File: src/rtl/carry_resolve_packer.sv
// Carry-resolving byte packer: holds one byte plus a run of 0xFF bytes until a carry or a
// non-FF byte settles them, then streams settled bytes through a FWFT FIFO. CRP_BYTE_COUNT_EN
// adds the out_byte_count pop counter.
module carry_resolve_packer #(
  parameter int unsigned MAX_BYTES  = 2,
  parameter int unsigned CNT_W      = 2,
  parameter int unsigned RUN_W      = 8,
  parameter int unsigned FIFO_DEPTH = 8
) (
  input  logic                   top_clk,
  input  logic                   top_reset,
  input  logic                   in_valid,
  output logic                   in_ready,
  input  logic [8*MAX_BYTES-1:0] in_data,
  input  logic [CNT_W-1:0]       in_count,
  input  logic                   in_carry,
  input  logic                   in_final,
  output logic                   out_valid,
  input  logic                   out_ready,
  output logic [7:0]             out_byte,
  output logic                   out_last,
`ifdef CRP_BYTE_COUNT_EN
  output logic [31:0]            out_byte_count,
`endif
  output logic                   err
);

  localparam int unsigned AW = (FIFO_DEPTH > 1) ? $clog2(FIFO_DEPTH) : 1;

  typedef enum logic [2:0] {StIdle, StCarry, StZrun, StByte, StEmit, StFlush} state_e;

  state_e                 state_q;
  logic [8*MAX_BYTES-1:0] data_q;
  logic [CNT_W-1:0]       count_q, idx_q, idx_next;
  logic                   final_q;
  logic [7:0]             hold_q, cur_byte;
  logic                   hold_v_q, err_q;
  logic [RUN_W-1:0]       run_q;
  logic [AW:0]            wptr_q, rptr_q, fifo_cnt;
  logic [8:0]             mem [FIFO_DEPTH];
  logic                   full, pop, push_req, push_en, push_last, pend_last;
  logic [7:0]             push_byte;

  assign fifo_cnt  = wptr_q - rptr_q;
  assign full      = (fifo_cnt == (AW+1)'(FIFO_DEPTH));
  assign out_valid = (wptr_q != rptr_q);
  assign pop       = out_valid & out_ready;
  assign out_byte  = mem[rptr_q[AW-1:0]][7:0];
  assign out_last  = out_valid & mem[rptr_q[AW-1:0]][8];
  assign in_ready  = (state_q == StIdle);
  assign err       = err_q;
  assign idx_next  = idx_q + 1'b1;
  // True when the push this cycle drains the last pending byte (hold, or final 0xFF of run).
  assign pend_last = hold_v_q ? (run_q == '0) : (run_q == RUN_W'(1));

  always_comb begin
    cur_byte = '0;
    for (int i = 0; i < int'(MAX_BYTES); i++) begin
      if (idx_q == CNT_W'(i)) cur_byte = data_q[8*(int'(MAX_BYTES)-1-i) +: 8];
    end
  end

  always_comb begin
    push_req  = 1'b0;
    push_byte = '0;
    push_last = 1'b0;
    case (state_q)
      StCarry: begin
        push_req  = 1'b1;
        push_byte = hold_q + 8'd1;
      end
      StZrun: push_req = 1'b1;
      StEmit: begin
        push_req  = 1'b1;
        push_byte = hold_v_q ? hold_q : 8'hFF;
      end
      StFlush: begin
        push_req  = hold_v_q | (run_q != '0);
        push_byte = hold_v_q ? hold_q : 8'hFF;
        push_last = pend_last;
      end
      default: ;
    endcase
  end

  assign push_en = push_req & ~full;

  function automatic state_e step_after(input logic [CNT_W-1:0] nidx);
    if (nidx != count_q) return StByte;
    else if (final_q)    return StFlush;
    else                 return StIdle;
  endfunction

  always_ff @(posedge top_clk) begin
    if (push_en) mem[wptr_q[AW-1:0]] <= {push_last, push_byte};
  end

  always_ff @(posedge top_clk) begin
    if (top_reset) begin
      state_q  <= StIdle;
      data_q   <= '0;
      count_q  <= '0;
      idx_q    <= '0;
      final_q  <= 1'b0;
      hold_q   <= '0;
      hold_v_q <= 1'b0;
      run_q    <= '0;
      err_q    <= 1'b0;
      wptr_q   <= '0;
      rptr_q   <= '0;
    end else begin
      if (push_en) wptr_q <= wptr_q + 1'b1;
      if (pop)     rptr_q <= rptr_q + 1'b1;
      unique case (state_q)
        StIdle: if (in_valid) begin
          data_q  <= in_data;
          count_q <= in_count;
          final_q <= in_final;
          idx_q   <= '0;
          if (in_carry && !hold_v_q) err_q <= 1'b1;
          if (in_carry && hold_v_q)  state_q <= StCarry;
          else if (in_count != '0)   state_q <= StByte;
          else if (in_final)         state_q <= StFlush;
        end
        StCarry: if (!full) begin
          hold_v_q <= 1'b0;
          state_q  <= (run_q != '0) ? StZrun : step_after(idx_q);
        end
        StZrun: if (!full) begin
          run_q <= run_q - 1'b1;
          if (run_q == RUN_W'(1)) state_q <= step_after(idx_q);
        end
        StByte: begin
          if (!hold_v_q) begin
            hold_q   <= cur_byte;
            hold_v_q <= 1'b1;
            idx_q    <= idx_next;
            state_q  <= step_after(idx_next);
          end else if (cur_byte == 8'hFF) begin
            if (run_q == '1) err_q <= 1'b1;
            else             run_q <= run_q + 1'b1;
            idx_q   <= idx_next;
            state_q <= step_after(idx_next);
          end else begin
            state_q <= StEmit;
          end
        end
        StEmit: if (!full) begin
          if (hold_v_q) hold_v_q <= 1'b0;
          else          run_q    <= run_q - 1'b1;
          // The new byte becomes hold in the same cycle as the last displaced push.
          if (pend_last) begin
            hold_q   <= cur_byte;
            hold_v_q <= 1'b1;
            idx_q    <= idx_next;
            state_q  <= step_after(idx_next);
          end
        end
        StFlush: begin
          if (!push_req) begin
            state_q <= StIdle;
          end else if (!full) begin
            if (hold_v_q) hold_v_q <= 1'b0;
            else          run_q    <= run_q - 1'b1;
            if (push_last) state_q <= StIdle;
          end
        end
        default: state_q <= StIdle;
      endcase
    end
  end

`ifdef CRP_BYTE_COUNT_EN
  logic [31:0] byte_cnt_q;
  assign out_byte_count = byte_cnt_q;

  always_ff @(posedge top_clk) begin
    if (top_reset)     byte_cnt_q <= '0;
    else if (pop)      byte_cnt_q <= out_last ? 32'd0 : byte_cnt_q + 32'd1;
  end
`endif

endmodule
File: config.mk
export PLATFORM = sky130hd
export DESIGN_NAME = carry_resolve_packer
export DESIGN_NICKNAME = d
export VERILOG_FILES = /design/src/rtl/carry_resolve_packer.sv
export SDC_FILE = /design/constraint.sdc
export NUM_CORES = 1
export LEC_CHECK = 0
export BUFFER_PORTS_ARGS = -buffer_cell sky130_fd_sc_hd__buf_4
export CORE_ASPECT_RATIO = 1.2
export CORE_MARGIN = 3
export CORE_UTILIZATION = 65
export CTS_CLUSTER_DIAMETER = 150
export DETAILED_ROUTE_END_ITERATION = 8
export MAX_ROUTING_LAYER = met4
export PLACE_DENSITY = 0.84
export SLEW_MARGIN = 5
export SYNTH_ARGS = -nofsm -noshare
export SYNTH_HDL_FRONTEND = slang
export SYNTH_SLANG_ARGS = --single-unit
File: constraint.sdc
create_clock -name top_clk -period 7.4 [get_ports top_clk]
set_clock_uncertainty 0.05 [all_clocks]
set_input_delay 1.85 -clock top_clk [delete_from_list [all_inputs] [get_ports top_clk]]
set_output_delay 1.85 -clock top_clk [all_outputs]
set_load 0.03 [all_outputs]
Word level (Yosys, flattened, before mapping)
Memories as Yosys holds them, arrays and structs flattened. A register that Yosys moved wholly into a read port is not among the register bits.
Index checks and enable logic that the tools add are counted.
W data, S select, Z words.
- bits in registers: 50
- latch bits: 0
- RAM bits: 72
- bits in read-only memories: 0
- bits of input ports: 24
- output and inout port bits: 12
- word-level logic and storage cells: 135
- memories: 1
- add/subtract/negate cells: 7
- multipliers: 0
- divide/modulo/power cells: 0
- order comparisons: 0
- eq/ne operators: 30
- shift operators: 0
- mux-type cells: 59
- bitwise operators: 5
- reduce and logical (&&, ||, !) cells: 22
- memories (name ; depth ; width ; rd ports ; clocked after Yosys merged registers in ; wr ports ; RTL line ; text):
    mem ; 8 ; 9 ; 1 ; 1 ; 1 ; 40 ; logic [8:0] mem [FIFO_DEPTH];
- operators by type and width (cell ; count):
    $mux W8 ; 13
    $mux W3 ; 20
    $pmux W8 S2 ; 2
    $pmux W8 S4 ; 1
    $ne A2 B2 Y1 const B ; 12
    $pmux W3 S6 ; 1
    $add A8 B1 Y8 const B ; 2
    $eq A8 B8 Y1 const B ; 2
    $mux W1 ; 13
    $reduce_and A6 Y1 ; 2
    $mux W2 ; 5
    $ne A3 B3 Y1 const B ; 3
    $reduce_and A9 Y1 ; 1
    $add A4 B1 Y4 const B ; 2
    $eq A8 B1 Y1 const B ; 1
    $logic_not A8 Y1 ; 1
    $reduce_bool A4 Y1 ; 2
    $reduce_bool A8 Y1 ; 1
    $sub A8 B1 Y8 const B ; 1
    $eq A3 B2 Y1 const B ; 2
    $eq A3 B3 Y1 const B ; 2
    $pmux W2 S3 ; 1
    $reduce_bool A2 Y1 ; 3
    $reduce_and A5 Y1 ; 1
    24 further kinds ; 29

Logic depth before layout (Yosys ltp)
- word-level depth: 7
- mapped depth: 10
- gate-level depth less buffers: 8

Worst setup path after synthesis
No wires, ideal clock.
- path kind: flip-flop to output port
- from: register (tool-made name)
- to: output port out_byte[0]
- arrival: 1.988 ns
- data required time: 5.500 ns
- slack: 3.512 ns
- cell stages (with the launch flop): 5
- path buffers: 2
- cell sequence: dfxtp_1 clkbuf_1 buf_2 mux4_2 mux2_2
- RTL lines (what ; RTL line ; text):
    end, declared ; 20 ; output logic [7:0] out_byte,

==> impl_metrics.ini <==
[placed_design]
portBuffers = 35
gp_congestion = 0.940
dpl.cell_count = 649
hpwl_mm = 8.34

[setup_path]
r2r_end = mem[6][2]$_DFFE_PP_
cp-end-kind = primary output
crit_path_max_fanout = 18
crit_buf_inv = 1
cpMaxStageDelayCell = dfxtp_2
critical_path.max_stage_delay_ns = 0.75
path_cells = mux4_2 -> mux2i_1 -> nor2_1 -> buf_4
worstSetupPathType = flop to primary output
cp-start-kind = flop
r2r_setup_slack_ns = 4.01
critPathTopFamily = multiplexers
r2r_cells = 8
cp.required_ns = 5.50
arrival_ns = 2.41
timing.rr.start = wptr_q[0]$_SDFFE_PP0P_
path_depth = 4

[drt]
wl_per_cell_um = 18.8
drc = 0
drt_pass1_iterations = 7
antenna_left = 0
num_vias = 4235
drt_iter0_markers = 382
routed_wl_mm = 12.8
post_drt_via_cell_ratio = 6.22

[timing]
rsz0062_at_grt = no
drv_slew = 0
slew_headroom_pct = 30.4
fin_setup_tns_ns = 0
hold_ws_ns = 0.420
tightest_slew_ns = 1.03
maxClockFrequency_ghz = 0.232
fin_crit_sh_pct = 58.3
setup_viol_count_final = 0
hold_viol_final = 0
fin_crit_ns = 4.31

[finish]
num-nets-final = 586
antennaDiodeCount = 0
nFillCells = 540
drive_above_1_share_pct = 20.0
layout_common_cells = nand2_1, edfxtp_1, dfxtp_1
instances_no_fill = 681
utilization_pct = 79.1
syn_to_final_growth_pct = 17.0
final_common_cell = nand2_1

[clock_network]
cts.path.max_buffers = 2
htree_levels = 4
cts.sinks = 125
cts_resized = 0
clk_latency_ns = 0.52
cts_buffers = 17
clkSlewWorstSetupHoldPaths_ns = 0.06
cts-root-buf = clkbuf_8
cts_tree = yes
cts_hold_buf = 0
post-cts-setup-buffers = 0

[global_routing]
grt_pass1_wl_mm = 20.7
antenna_found_initial = 0
grt_pass1_vias = 4030
track_usage_pct = 27.8
grt_max_degree = 56
overflow = 0

[logic_synthesis]
ys_ff_latch = 125
netlist-cell-type-count = 61
synth_top_area_share_pct = 37.0
synth_area_leaders = edfxtp_1, dfxtp_1, mux4_2, nand2_1, a21oi_1
syn-num-nets = 555
synth_area_per_cell_um2 = 11.2
synth_top_area_cell = edfxtp_1
synth_edf_count = 72
synth_area_um2 = 5850
synthArstFlopShare_pct = 0
yosysWarningCount = 0
ys_seq_area_share_pct = 55.1
ys.flop_type = edfxtp_1
synth_cells = 520

[worst_hold_path]
holdPathEnd = data_q[15]$_SDFFE_PP0P_
hold_start = data_q[15]$_SDFFE_PP0P_
hold_depth = 2
hold_path.class = flop to flop

[pwr]
ir_worst_vdd_mv = 0.248
leakagePower_nw = 2.41
total_power_mw = 2.95
powerDensity_nw_per_um2 = 431

[die]
num_io_pins = 36
start_util_pct = 67.6
die_w_um = 92.6
die_area_um2 = 10200
core_area_um2 = 8660
die_h_um = 110
rows = 37

[flow_run]
max_cap_violations = 0

[status]
status = finished clean
-- sequential cells by signal, summed over array words and instances, names as in the netlist, named ones only --
register,flops
count_q,2
data_q,16
err,1
final_q,1
hold_q,8
hold_v_q,1
idx_q,2
mem,72
rptr_q,4
run_q,8
state_q,3
wptr_q,4
-- worst reg2reg max path: cells and delay by family, from the launching register on --
family	cells	cell delay [ns]
fa+ha+maj	1	0.23
compound gates	1	0.39
simple gates	5	1.64
buf+inv	1	0.15
flops	1	0.54
-- kinds of logic (layout without fill, tap and decap cells) --
family / Yosys count / count (layout) / share of synthesized area [%]
simple gates: 186 / 186 / 15.7
mux: 35 / 35 / 10.1
flops: 125 / 125 / 55.1
buf+inv: 40 / 84 / 2.89
xor+xnor: 14 / 14 / 2.10
compound gates: 109 / 109 / 11.8
fa+ha+maj: 11 / 11 / 2.35
-- worst max-delay path by stage --
stage,startpoint,end
after floorplan,flop,out_byte[0]
after global placement,flop,out_byte[0]
after detailed placement,flop,out_byte[5]
after CTS,flop,out_last
after global routing,flop,out_last
final,flop,out_last
-- metal layers --
layer	part of all wire, %	up-vias	track usage, %
met5	0	-	-
met4	2.2	0	11.0
met3	5.4	28	4.59
li1	-	2009	-
met2	53	185	48.4
met1	40	2013	32.5
-- cell usage after synthesis (5+ instances only) --
| cell type | count |
|---|---|
| dfxtp_1 | 53 |
| nand3_1 | 9 |
| or3_1 | 7 |
| edfxtp_1 | 72 |
| mux2_2 | 10 |
| mux2i_1 | 7 |
| o21ai_0 | 31 |
| nand2_1 | 75 |
| nand2b_1 | 5 |
| inv_1 | 12 |
| a31oi_1 | 5 |
| nor2b_1 | 6 |
| clkbuf_1 | 20 |
| nor3_1 | 14 |
| nor2_1 | 36 |
| mux4_2 | 18 |
| nand4_1 | 7 |
| a21oi_1 | 39 |
| xnor2_1 | 10 |
| ha_1 | 11 |
-- power breakdown --
| part | switching (mW) | leakage, nW | total [mW] | internal (mW) |
|---|---|---|---|---|
| sequential | 0.144 | 1.09 | 1.04 | 0.900 |
| combinational | 0.593 | 1.01 | 1.01 | 0.418 |
| clock | 0.311 | 0.306 | 0.897 | 0.586 |
| total | 1.05 | 2.41 | 2.95 | 1.90 |
-- cell type report --
| type | count | area [um^2] | area share [%] |
|---|---|---|---|
| Inverter | 12 | 45.0 | 0.658 |
| Tap cell | 117 | 146 | 2.14 |
| Clock inverter | 15 | 231 | 3.38 |
| Clock buffer | 17 | 414 | 6.05 |
| Timing Repair Buffer | 40 | 300 | 4.39 |
| Sequential cell | 125 | 3220 | 47.1 |
| Multi-Input combinational cell | 355 | 2480 | 36.3 |
-- stage by stage --
| stage | cell area [um^2] | setup WS, ns |
|---|---|---|
| global route | 6840 | 3.00 |
| floorplan | 5850 | 3.51 |
| detailed placement | 6200 | 3.25 |
| global placement | 6200 | 3.34 |
| finish | 6840 | 3.09 |
| CTS | 6840 | 2.65 |
(Power assumes the default switching activity.)
